**src/rtl/nibble_serial_add_ctrl.sv**
```systemverilog
// nibble_serial_add_ctrl
//
// Purpose:
//   Shares a single 4-bit full-add slice between two requesters. In IDLE a
//   round-robin arbiter picks one requester and latches its wide operands.
//   The slice is then stepped over NIBBLES cycles, least-significant nibble
//   first, with the carry held in a register between steps. The finished
//   sum, carry-out and owning requester ID are offered on a valid/ready
//   result port and held until the consumer takes them.
//
// Parameters:
//   NIBBLES     operand width in nibbles (1..16); W = 4*NIBBLES
//
// Ports:
//   clk         sole clock, rising edge
//   rst_n       synchronous active-low reset
//   req0_valid  requester 0 has operands
//   req0_ready  requester 0 operands accepted this cycle (with req0_valid)
//   req0_a/b    requester 0 operands, W bits
//   req1_valid  requester 1 has operands
//   req1_ready  requester 1 operands accepted this cycle (with req1_valid)
//   req1_a/b    requester 1 operands, W bits
//   res_valid   result available
//   res_ready   consumer takes the result
//   res_sum     a + b modulo 2^W
//   res_cout    carry out of bit W-1
//   res_id      requester that owns the result
//   busy        high in any state other than IDLE
module nibble_serial_add_ctrl #(
  parameter int NIBBLES = 4
) (
  input  logic                   clk,
  input  logic                   rst_n,
  input  logic                   req0_valid,
  output logic                   req0_ready,
  input  logic [4*NIBBLES-1:0]   req0_a,
  input  logic [4*NIBBLES-1:0]   req0_b,
  input  logic                   req1_valid,
  output logic                   req1_ready,
  input  logic [4*NIBBLES-1:0]   req1_a,
  input  logic [4*NIBBLES-1:0]   req1_b,
  output logic                   res_valid,
  input  logic                   res_ready,
  output logic [4*NIBBLES-1:0]   res_sum,
  output logic                   res_cout,
  output logic                   res_id,
  output logic                   busy
);

  localparam int W = 4 * NIBBLES;
  localparam logic [3:0] LAST_IDX = 4'(NIBBLES - 1);

  typedef enum logic [1:0] {
    IDLE = 2'd0,
    RUN  = 2'd1,
    DONE = 2'd2
  } state_t;

  state_t         state_q, state_d;
  logic [W-1:0]   a_q, a_d;
  logic [W-1:0]   b_q, b_d;
  logic [W-1:0]   sum_q, sum_d;
  logic           cout_q, cout_d;
  logic           id_q, id_d;
  logic           valid_q, valid_d;
  logic           carry_q, carry_d;
  logic [3:0]     idx_q, idx_d;
  logic           last_grant_q, last_grant_d;

  logic           grant0;
  logic           grant1;
  logic [3:0]     nibA;
  logic [3:0]     nibB;
  logic [4:0]     addRes;

  // Round-robin arbitration: a lone requester always wins; on a tie the
  // requester that was not granted last time wins.
  always_comb begin
    grant0 = 1'b0;
    grant1 = 1'b0;
    if (state_q == IDLE) begin
      grant0 = req0_valid && (!req1_valid || last_grant_q);
      grant1 = req1_valid && (!req0_valid || !last_grant_q);
    end
  end

  // Ready and busy are forced low while reset is asserted so that the
  // requesters never see a handshake before the state register is known.
  assign req0_ready = rst_n && grant0;
  assign req1_ready = rst_n && grant1;
  assign busy       = rst_n && (state_q != IDLE);

  assign res_valid  = valid_q;
  assign res_sum    = sum_q;
  assign res_cout   = cout_q;
  assign res_id     = id_q;

  // Select the current operand nibbles with constant slices so the mux stays
  // in range for every legal NIBBLES, including 1.
  always_comb begin
    nibA = 4'd0;
    nibB = 4'd0;
    for (int n = 0; n < NIBBLES; n++) begin
      if (idx_q == 4'(n)) begin
        nibA = a_q[4*n +: 4];
        nibB = b_q[4*n +: 4];
      end
    end
  end

  // The shared slice: one 4-bit add with carry-in from the carry register.
  assign addRes = {1'b0, nibA} + {1'b0, nibB} + {4'd0, carry_q};

  // Next-state and datapath updates. Defaults hold every register; each
  // state only overrides what it changes.
  always_comb begin
    state_d      = state_q;
    a_d          = a_q;
    b_d          = b_q;
    sum_d        = sum_q;
    cout_d       = cout_q;
    id_d         = id_q;
    valid_d      = valid_q;
    carry_d      = carry_q;
    idx_d        = idx_q;
    last_grant_d = last_grant_q;

    unique case (state_q)
      IDLE: begin
        if (grant0 || grant1) begin
          a_d          = grant1 ? req1_a : req0_a;
          b_d          = grant1 ? req1_b : req0_b;
          id_d         = grant1;
          last_grant_d = grant1;
          carry_d      = 1'b0;
          idx_d        = 4'd0;
          state_d      = RUN;
        end
      end

      RUN: begin
        for (int n = 0; n < NIBBLES; n++) begin
          if (idx_q == 4'(n)) begin
            sum_d[4*n +: 4] = addRes[3:0];
          end
        end
        carry_d = addRes[4];
        idx_d   = idx_q + 4'd1;
        if (idx_q == LAST_IDX) begin
          cout_d  = addRes[4];
          valid_d = 1'b1;
          state_d = DONE;
        end
      end

      DONE: begin
        if (res_ready) begin
          valid_d = 1'b0;
          state_d = IDLE;
        end
      end

      default: begin
        state_d = IDLE;
      end
    endcase
  end

  // State register. Reset aborts any operation in flight and clears all
  // visible outputs; last_grant resets to 1 so requester 0 wins the first tie.
  always_ff @(posedge clk) begin
    if (!rst_n) begin
      state_q      <= IDLE;
      a_q          <= '0;
      b_q          <= '0;
      sum_q        <= '0;
      cout_q       <= 1'b0;
      id_q         <= 1'b0;
      valid_q      <= 1'b0;
      carry_q      <= 1'b0;
      idx_q        <= 4'd0;
      last_grant_q <= 1'b1;
    end else begin
      state_q      <= state_d;
      a_q          <= a_d;
      b_q          <= b_d;
      sum_q        <= sum_d;
      cout_q       <= cout_d;
      id_q         <= id_d;
      valid_q      <= valid_d;
      carry_q      <= carry_d;
      idx_q        <= idx_d;
      last_grant_q <= last_grant_d;
    end
  end

endmodule

```
**config.mk**
```make
export PLATFORM = sky130hd
export DESIGN_NAME = nibble_serial_add_ctrl
export DESIGN_NICKNAME = d
export VERILOG_FILES = /design/src/rtl/nibble_serial_add_ctrl.sv
export SDC_FILE = /design/constraint.sdc
export NUM_CORES = 1
export LEC_CHECK = 0
export BUFFER_PORTS_ARGS = -buffer_cell sky130_fd_sc_hd__buf_4
export CAP_MARGIN = 30
export CORE_MARGIN = 2
export CORE_UTILIZATION = 30
export DETAILED_ROUTE_END_ITERATION = 7
export GPL_TIMING_DRIVEN = 0
export HOLD_SLACK_MARGIN = 0.1
export SYNTH_ARGS = -nofsm -noshare
export SYNTH_HDL_FRONTEND = slang
export SYNTH_SLANG_ARGS = --single-unit
```
**constraint.sdc**
```tcl
create_clock -name clk -period 2.77 [get_ports clk]
set_clock_uncertainty 0.15 [all_clocks]
set_input_delay 0.277 -clock clk [delete_from_list [all_inputs] [get_ports clk]]
set_output_delay 0.277 -clock clk [all_outputs]
set_load 0.1 [all_outputs]
```
==> metrics.md, run 1 <==
| Metric | Value |
|---|---|
| Die X | `109 um` |
| Crit share post-route | `0.990` |
| Adder-cell share of the synthesized area | `0.0387` |
| Nature of the critical path startpoint | `flop` |
| Via-per-instance ratio | `5.35` |
| Synth top area share | `0.358` |
| Max FO, Critical Path | `5` |
| Simple-gate share of the synthesized area | `0.170` |
| First-pass GRT wire length | `18,500 um` |
| Final Util | `0.491` |
| Antenna cells | `0` |
| Die Span Y | `109 um` |
| Wire per inst | `15.8 um` |
| Maxcap violations | `0` |
| Worst skew pair latency | `approximately 0.35 ns` |
| Clk pin slew, worst setup/hold paths | `about 0.07 ns` |
| Share of cells above drive strength 1 | `0.311` |
| Asr flop ratio synth | `0` |
| Post-Route WL | `between 10,000 and 15,000 um` |
| Root Buffer | `clkbuf_8` |
| Tightest Pin Transition | `around 0.72 ns` |
| Mux cell area share after synthesis | `0.00304` |
| Setup WS pre-CTS | `-0.439 ns` |
| # IOs | `91` |
| Worst setup path category | `reg -> reg` |
| Syn nets | `480` |
| Initial antenna violation count | `0` |
| Synth-to-Final Area Change | `60.9%` |
| Core Area | `between 0.01 and 0.015 mm^2` |
| DRC errors left | `0` |
| Maximum clock frequency | `365 MHz` |
| Number of flops mapped to enable cells by yosys | `0` |
| DRT antenna net count | `0` |
| Top FF cell, synth | `dfxtp_1` |
| Sequential fraction of the synthesis area | `0.358` |
| Buffers added on ports | `90` |
| Global Route Usage Sum | `0.198` |
| Met3 WL | `481 um` |
| Leading cell type in the layout, fill and taps excluded | `buf_4` |
| Most frequent cells in the layout | `buf_4, dlygate4sd3_1, dfxtp_1` |
| Clk sinks | `between 50 and 60` |
| Mapped cell area | `0.00330 mm^2` |
| Mapped Avg Cell Area | `8.20 um^2` |
| Library cells used by synthesis | `between 40 and 50` |
| Power Density | `535 mW/mm^2` |
| Placer congestion estimate | `0.842` |
| Max Slew Vio Count | `0` |
| Vias in the first global route | `about 3,800` |
| Starting Density | `0.305` |
| HP Class | `in -> reg` |
| Clock Tree Buf Depth | `2` |
| Vias post-DR | `3,839` |
| Synth Area in Compound Gates | `0.349` |
| Setup slack after layout | `0.0273 ns` |
| Ranking of synthesized cells by area | `dfxtp_1, a311oi_1, a21oi_1, nand3_1, o21ai_0` |
| Nets | `651` |
| Top layer in use | `met4` |
| Drt first pass iters | `4` |
| Syn Inst Count | `402` |
| CP startpoint | `idx_q[0]` |
| Leakage power | `2.15 nW` |
| Post-synth top area cell | `dfxtp_1` |
| Gr ovfl total | `0` |
| Largest family of logic cells by synthesized area | `compound AO/OA/AOI/OAI gates` |
| H-Tree Depth | `3` |
| WP data arrival | `2.81 ns` |
| Initial drt markers | `188` |
| Total CTS buffers | `9` |
| Setup violators final | `0` |
| Status | `complete, no violations` |
| CTS tree | `yes` |
| Final min period | `2.74 ns` |
| Synth warnings | `0` |
| Largest net degree at the start of global routing | `12` |
| Met2 WL | `5600 um` |
| Final Hold Fails | `0` |
| Endpoint class of the critical path | `flop` |
| M1 wire length | `5110 um` |
| Post-synthesis xor/xnor area fraction | `0.00266` |
| Full die area | `0.0118 mm^2` |
| Core Rows | `38` |
| Seq cells post-synth | `59` |
| Critical R2R Launch | `idx_q[0]` |
| Crit path required time | `2.84 ns` |
| DP HPWL | `8060 um` |
| RSZ-0062 raised after global routing | `true` |
| Relative slew slack | `0.515` |
| Hold Crit Start | `req0_a[10]` |
| VDD IR-drop max | `0.268 mV` |
-- kinds of logic (layout without fill, tap and decap cells) --
group                    after synthesis  after routing
AO/OA/AOI/OAI                        176            176
adder cells (fa/ha/maj)                9              9
flip-flops                            59             59
multiplexers                           1              1
XOR/XNOR                               1              1
buffers and inverters                 55            231
AND/OR/NAND/NOR                      101            101
-- cell usage after synthesis, types with 7 or more instances --
master and count:
dfxtp_1 59, a21oi_1 56, nand3_1 46, o21ai_0 42, a311oi_1 36, clkbuf_1 28
nand2_1 14, buf_2 10, nor2_1 10, a21o_1 7, ha_1 7, inv_1 7
nor2b_1 7
-- layout make-up --
cell class	count	area [um^2]
Sequential cell	59	1190
Clock inverter	6	113
Multi-Input combinational cell	288	2040
Tap cell	140	175
Buffer	45	249
Timing Repair Buffer	161	1360
Fill cell	1042	5490
Inverter	9	40.0
Clock buffer	10	138
-- report_power, final --
part,internal (mW),switching (mW),total (mW)
sequential,0.918,0.0513,0.970
clock,0.621,0.366,0.987
combinational,0.394,0.489,0.882
total,1.93,0.906,2.84
-- path summary, 6_finish.rpt --
path,to,slack (ns),cells past startpoint
max,carry_q,0.03,10
min reg2reg,res_sum[1],0.33,2
min,a_q[10],0.10,3
max reg2reg,carry_q,0.03,10
-- per-layer routing --
metal	vias to the layer above	GRT usage
li1	1883	-
met1	1844	0.254
met2	95	0.338
met3	17	0.0359
met4	0	0.0632
met5	-	0
-- registers in the layout, summed over array words and instances, names as in the netlist --
register,flops
res_sum,16
a_q,16
res_cout,1
carry_q,1
idx_q,4
res_id,1
last_grant_q,1
state_q,2
res_valid,1
b_q,16
-- worst max-delay path, cell delays in order (launching register included) --
cell	delay (ns)
dfxtp_4	0.37
inv_4	0.08
ha_4	0.15
or3b_4	0.42
nor2_4	0.09
o31ai_2	0.08
fa_2	0.37
fa_2	0.37
a21o_1	0.20
a21oi_2	0.21
o22ai_1	0.11
-- metrics by stage --
step	setup TNS (ns)	hold slack [ns]	power, mW	cell area, um^2	std cells
finish	0	0.103	2.84	5300	718
floorplan	-0.0105	0.245	1.45	3320	402
CTS	0	0.101	2.81	5220	716
detailed placement	-4.46	0.322	1.68	4170	632
global route	-0.138	0.109	2.97	5300	718
global placement	-3.76	0.317	1.67	4170	632
-- timing repair --
item / 4_1_cts / 5_1_grt
pin swaps: 8 / 7
resized for setup: 35 / 15
hold buffers: 61 / 1
setup endpoints to repair: 14 / 14
buffers inserted: 8 / 1
cloned: 0 / 0
hold endpoints to repair: 33 / 1
No activity file was read; power rests on OpenSTA's default activity.
==> inputs of run 2 (changes only) <==
--- a/config.mk
+++ b/config.mk
@@ -7,11 +7,12 @@
 export LEC_CHECK = 0
 export BUFFER_PORTS_ARGS = -buffer_cell sky130_fd_sc_hd__buf_4
 export CAP_MARGIN = 30
-export CORE_MARGIN = 2
 export CORE_UTILIZATION = 30
 export DETAILED_ROUTE_END_ITERATION = 7
 export GPL_TIMING_DRIVEN = 0
 export HOLD_SLACK_MARGIN = 0.1
+export SETUP_SLACK_MARGIN = 0.2
+export SKIP_LAST_GASP = 1
 export SYNTH_ARGS = -nofsm -noshare
 export SYNTH_HDL_FRONTEND = slang
 export SYNTH_SLANG_ARGS = --single-unit
==> run 2 against run 1 <==
Net effect: final cell count down 0.28%; via count down 0.68%; cell area up 0.21%; critical endpoint is now res_cout; largest cell class unchanged.
==> metrics.md, run 2 (synthesis results as in run 1) <==
| Metric | Value |
|---|---|
| Synth-to-Final Area Change | `61.2%` |
| Gr ovfl total | `0 (unchanged)` |
| Crit share post-route | `0.997 (+0.00656)` |
| Initial antenna violation count | `0 (unchanged)` |
| Maxcap violations | `0 (unchanged)` |
| R2R Path End | `res_cout` |
| Relative slew slack | `0.549 (+0.0334)` |
| CTS tree | `yes` |
| Nature of the critical path startpoint | `flop` |
| DRC errors left | `0 (unchanged)` |
| Setup violators final | `0 (unchanged)` |
| Core Area | `0.0105 mm^2 (-2.6%)` |
| Worst hold slack | `0.108 ns (+0.00448 ns)` |
| Full die area | `0.0114 mm^2 (-3.6%)` |
| First-pass GRT wire length | `18,600 um (+0.56%)` |
| Max Slew Vio Count | `0 (unchanged)` |
| DP Area | `0.00423 mm^2 (+1.5%)` |
| WP data arrival | `2.80 ns (about the same)` |
| Leading cell type in the layout, fill and taps excluded | `buf_4` |
| Multi-input gate area | `0.00207 mm^2 (+1.8%)` |
| Clk pin slew, worst setup/hold paths | `0.07 ns (about the same)` |
| Share of cells above drive strength 1 | `0.329 (+0.0179)` |
| Worst R2R Setup Slack | `0.009 ns (-0.02 ns)` |
| Starting Density | `0.314 (+0.00826)` |
| Leakage power | `2.16 nW (+0.15%)` |
| Non-Filler Instances | `716 (-0.28%)` |
| Hold Path Cell Cnt | `3 (unchanged)` |
| HP Class | `in -> reg` |
| Setup TNS | `0 ns (unchanged)` |
| Status | `complete, no violations` |
| Crit path required time | `2.81 ns (-0.03 ns)` |
| DP HPWL | `8000 um (-0.72%)` |
| Worst Hold Path EP | `a_q[10]` |
| Critical R2R Launch | `idx_q[0]` |
| Total power | `2.65 mW (-6.6%)` |
| Endpoint class of the critical path | `flop` |
| H-Tree Depth | `3 (unchanged)` |
| Final min period | `2.76 ns (+0.0182 ns)` |
| Drt first pass iters | `5 (+1)` |
| Clk sinks | `59 (unchanged)` |
| Nets | `654 (+0.46%)` |
| Total CTS buffers | `9 (unchanged)` |
| Post-route cell area | `0.00532 mm^2 (+0.21%)` |
| Worst skew pair latency | `0.34 ns (about the same)` |
| Max FO, Critical Path | `5 (unchanged)` |
| Buffers added on ports | `90 (unchanged)` |
| Filler cell count | `986 (-5.4%)` |
| Vias in the first global route | `3,838 (+1.2%)` |
| # IOs | `91 (unchanged)` |
| Placer congestion estimate | `0.782 (-7.2%)` |
| Via-per-instance ratio | `5.33 (-0.40%)` |
| RSZ-0062 raised after global routing | `true` |
| Storage cell area | `0.00119 mm^2 (unchanged)` |
| Antenna cells | `0 (unchanged)` |
| Post-Route WL | `11,400 um (+0.41%)` |
| VDD IR-drop max | `0.263 mV (-1.6%)` |
| Final Hold Fails | `0 (unchanged)` |
| Largest net degree at the start of global routing | `11 (-1)` |
| Clock Tree Buf Depth | `2 (unchanged)` |
| Worst setup path category | `reg -> reg` |
| Tightest Pin Transition | `0.677 ns (-0.0446 ns)` |
| Maximum clock frequency | `362 MHz (-0.66%)` |
| Vias post-DR | `3,813 (-0.68%)` |
| Global Route Usage Sum | `0.207 (+0.00895)` |
| Power Density | `499 mW/mm^2 (-6.8%)` |
| Core Rows | `37 (-2.6%)` |
| R2R cell count | `10 (unchanged)` |
| Root Buffer | `clkbuf_8` |
| Placed cell count | `628 (-0.63%)` |
| Die Span Y | `107 um (-1.8%)` |
| Wire per inst | `15.9 um (+0.69%)` |
| Most frequent cells in the layout | `buf_4, dlygate4sd3_1, dfxtp_1` |
| Initial drt markers | `180 (-4.3%)` |
| Hold Crit Start | `req0_a[10]` |
| DRT antenna net count | `0 (unchanged)` |
| Die X | `107 um (-1.8%)` |
run 2: repair_timing:
item / CTS / global route
endpoints found under the setup margin: 14 / 28
endpoints found under the hold margin: 32 / 0
pin swaps: 18 / 10
buffers inserted: 14 / 1
hold buffers: 58 / 0
gates resized for setup: 38 / 9
run 2: per-layer routing:
metal / part of all wire / vias up / GRT usage
li1: - / 1889 / -
met1: 0.46 / 1805 / 0.267
met2: 0.49 / 103 / 0.351
met3: 0.045 / 16 / 0.0432
met4: 0.011 / 0 / 0.0528
met5: 0 / - / 0
run 2: cell type report:
cell class | count | share of cell area
timing repair buffer | 163 | 0.258
buffer | 46 | 0.0525
multi-input combinational | 288 | 0.390
sequential | 59 | 0.224
inverter | 9 | 0.00753
clock inverter | 2 | 0.00659
clock buffer | 13 | 0.0299
tap | 136 | 0.0320
run 2: power breakdown:
part           switching, mW  total, mW  internal, mW
clock network          0.332      0.791         0.459
logic                  0.499      0.890         0.391
registers             0.0507      0.970         0.919
total                  0.881       2.65          1.77
run 2: worst max-delay path by stage:
stage | end | slack (ns) | start | cells past startpoint
5_1_grt | res_cout | -0.05 | idx_q[0] | 10
3_5_place_dp | res_cout | -0.28 | idx_q[1] | 8
4_1_cts | res_cout | 0.07 | idx_q[1] | 11
6_report | res_cout | 0.009 | idx_q[0] | 10
3_3_place_gp | res_cout | -0.27 | idx_q[1] | 8
2_1_floorplan | carry_q | 0.11 | idx_q[1] | 11
run 2: critical path: stages (launching register included):
cell      delay [ns]
dfxtp_4         0.37
inv_4           0.06
ha_4            0.16
or3b_4          0.39
nor2_2          0.10
o31ai_2         0.09
fa_2            0.38
fa_2            0.40
a21o_1          0.22
a21oi_4         0.20
a211oi_2        0.08
run 2: metrics by stage:
stage | worst slack (ns) | utilization
3_3_place_gp | -0.266 | 0.402
4_1_cts | 0.0731 | 0.502
6_report | 0.00914 | 0.506
5_1_grt | -0.0451 | 0.506
3_5_place_dp | -0.280 | 0.402
2_1_floorplan | 0.107 | -
==> inputs of run 3 (changes only) <==
--- a/config.mk
+++ b/config.mk
@@ -11,6 +11,7 @@
 export DETAILED_ROUTE_END_ITERATION = 7
 export GPL_TIMING_DRIVEN = 0
 export HOLD_SLACK_MARGIN = 0.1
+export MAX_ROUTING_LAYER = met4
 export SETUP_SLACK_MARGIN = 0.2
 export SKIP_LAST_GASP = 1
 export SYNTH_ARGS = -nofsm -noshare
==> run 3 against run 2 <==
Net effect: sequential power hardly changed; cell area stayed put; utilization did not move; critical path type unchanged.
==> metrics.md, run 3 (synthesis results as in run 1) <==
| Metric | Value |
|---|---|
| Tightest Pin Transition | `0.682 ns (+0.00535 ns)` |
| Nets | `654 (unchanged)` |
| Initial drt markers | `151 (-16%)` |
| HP Class | `in -> reg` |
| Gr ovfl total | `0 (unchanged)` |
| Final min period | `2.76 ns (+0.000841 ns)` |
| Crit path required time | `2.81 ns (about the same)` |
| Antenna cells | `0 (unchanged)` |
| Setup violators final | `0 (unchanged)` |
| Worst setup path category | `reg -> reg` |
| Share of cells above drive strength 1 | `0.329 (unchanged)` |
| Post-Route WL | `11,400 um (about the same)` |
| Total power | `2.65 mW (about the same)` |
| Max Slew Vio Count | `0 (unchanged)` |
| First-pass GRT wire length | `18,600 um (about the same)` |
| Core Area | `0.0105 mm^2 (unchanged)` |
| Endpoint class of the critical path | `flop` |
| Placer congestion estimate | `0.793 (+1.4%)` |
| Initial antenna violation count | `0 (unchanged)` |
| Drt first pass iters | `4 (-1)` |
| Core Rows | `37 (unchanged)` |
| Largest net degree at the start of global routing | `11 (unchanged)` |
| Starting Density | `0.314 (unchanged)` |
| RSZ-0062 raised after global routing | `true` |
| Via-per-instance ratio | `5.33 (about the same)` |
| DRC errors left | `0 (unchanged)` |
| VDD IR-drop max | `0.263 mV (about the same)` |
| Max FO, Critical Path | `5 (unchanged)` |
| Synth-to-Final Area Change | `61.2% (unchanged)` |
| Die X | `107 um (unchanged)` |
| Leakage power | `2.16 nW (unchanged)` |
| Wire per inst | `15.9 um (about the same)` |
| # IOs | `91 (unchanged)` |
| Final Util | `0.506 (unchanged)` |
| Clk pin slew, worst setup/hold paths | `0.07 ns (about the same)` |
| Relative slew slack | `0.545 (-0.00357)` |
| Die Span Y | `107 um (unchanged)` |
| Crit share post-route | `0.997 (about the same)` |
| Vias in the first global route | `3,834 (-0.10%)` |
| Worst skew pair latency | `0.34 ns (about the same)` |
| Clock Tree Buf Depth | `2 (unchanged)` |
| DP HPWL | `8000 um (unchanged)` |
| H-Tree Depth | `3 (unchanged)` |
| Vias post-DR | `3,816 (+0.079%)` |
| WP data arrival | `2.80 ns (about the same)` |
| Maxcap violations | `0 (unchanged)` |
| Nature of the critical path startpoint | `flop` |
| Total CTS buffers | `9 (unchanged)` |
| Root Buffer | `clkbuf_8` |
| Leading cell type in the layout, fill and taps excluded | `buf_4` |
| Final Hold Fails | `0 (unchanged)` |
| Global Route Usage Sum | `0.214 (+0.00620)` |
| Most frequent cells in the layout | `buf_4, dlygate4sd3_1, dfxtp_1` |
| Full die area | `0.0114 mm^2 (unchanged)` |
| Status | `complete, no violations` |
| Clk sinks | `59 (unchanged)` |
| DRT antenna net count | `0 (unchanged)` |
| CTS tree | `yes` |
| Buffers added on ports | `90 (unchanged)` |
| Power Density | `498 mW/mm^2 (about the same)` |
| Maximum clock frequency | `362 MHz (about the same)` |
[run 3: cell counts in the layout (fill, tap and decap cells not counted)]
No cell type changed its count.
[run 3: critical path, stage by stage (launching register included)]
cell and delay (ns):
dfxtp_4 0.37, inv_4 0.07, ha_4 0.16, or3b_4 0.39, nor2_2 0.10, o31ai_2 0.09, fa_2 0.38, fa_2 0.40
a21o_1 0.22, a21oi_4 0.20, a211oi_2 0.08
[run 3: final cells by class]
class                           count  area [um^2]
Buffer                             46          279
Multi-Input combinational cell    288         2070
Timing Repair Buffer              163         1370
Inverter                            9         40.0
Clock inverter                      2         35.0
Tap cell                          136          170
Sequential cell                    59         1190
Clock buffer                       13          159
Fill cell                         986         5190
[run 3: final timing paths]
kind	startpoint	end	slack, ns	cells past startpoint
worst min-delay path	req0_a[10]	a_q[10]	0.10	3
worst min register to register	res_sum[1]	res_sum[1]	0.33	2
worst max register to register	idx_q[0]	res_cout	0.008	10
worst max-delay path	idx_q[0]	res_cout	0.008	10
[run 3: repair_timing]
| action | CTS | global route |
|---|---|---|
| gates cloned | 0 | 0 |
| pin swaps | 18 | 10 |
| setup buffers | 14 | 1 |
| hold buffers | 58 | 0 |
| endpoints found under the hold margin | 32 | 0 |
| setup endpoints to repair | 14 | 28 |
| resized for setup | 38 | 9 |
[run 3: layer usage]
metal  up-vias  GRT usage  wire (um)  share of wire
met3        13     0.0444        572          0.050
li1       1889          -          -              -
met5         -          -          0              0
met4         0     0.0528        140          0.012
met1      1794      0.268       5150           0.45
met2       120      0.351       5540           0.49
[run 3: through the flow]
step / instance area (um^2) / setup WS [ns] / TNS (ns) / hold slack [ns] / instances
after floorplan: 3380 / 0.107 / 0 / 0.245 / 402
after global placement: 4230 / -0.266 / -2.24 / 0.315 / 628
after detailed placement: 4230 / -0.280 / -2.57 / 0.325 / 628
after CTS: 5280 / 0.0731 / 0 / 0.100 / 715
after global routing: 5320 / -0.0452 / -0.173 / 0.116 / 716
final: 5320 / 0.00830 / 0 / 0.104 / 716
[run 3: where the power goes]
| group | leakage [nW] | switching (mW) | internal, mW |
|---|---|---|---|
| Combinational | 1.57 | 0.499 | 0.392 |
| Clock | 0.0995 | 0.330 | 0.459 |
| Sequential | 0.487 | 0.0503 | 0.919 |
| Total | 2.16 | 0.879 | 1.77 |
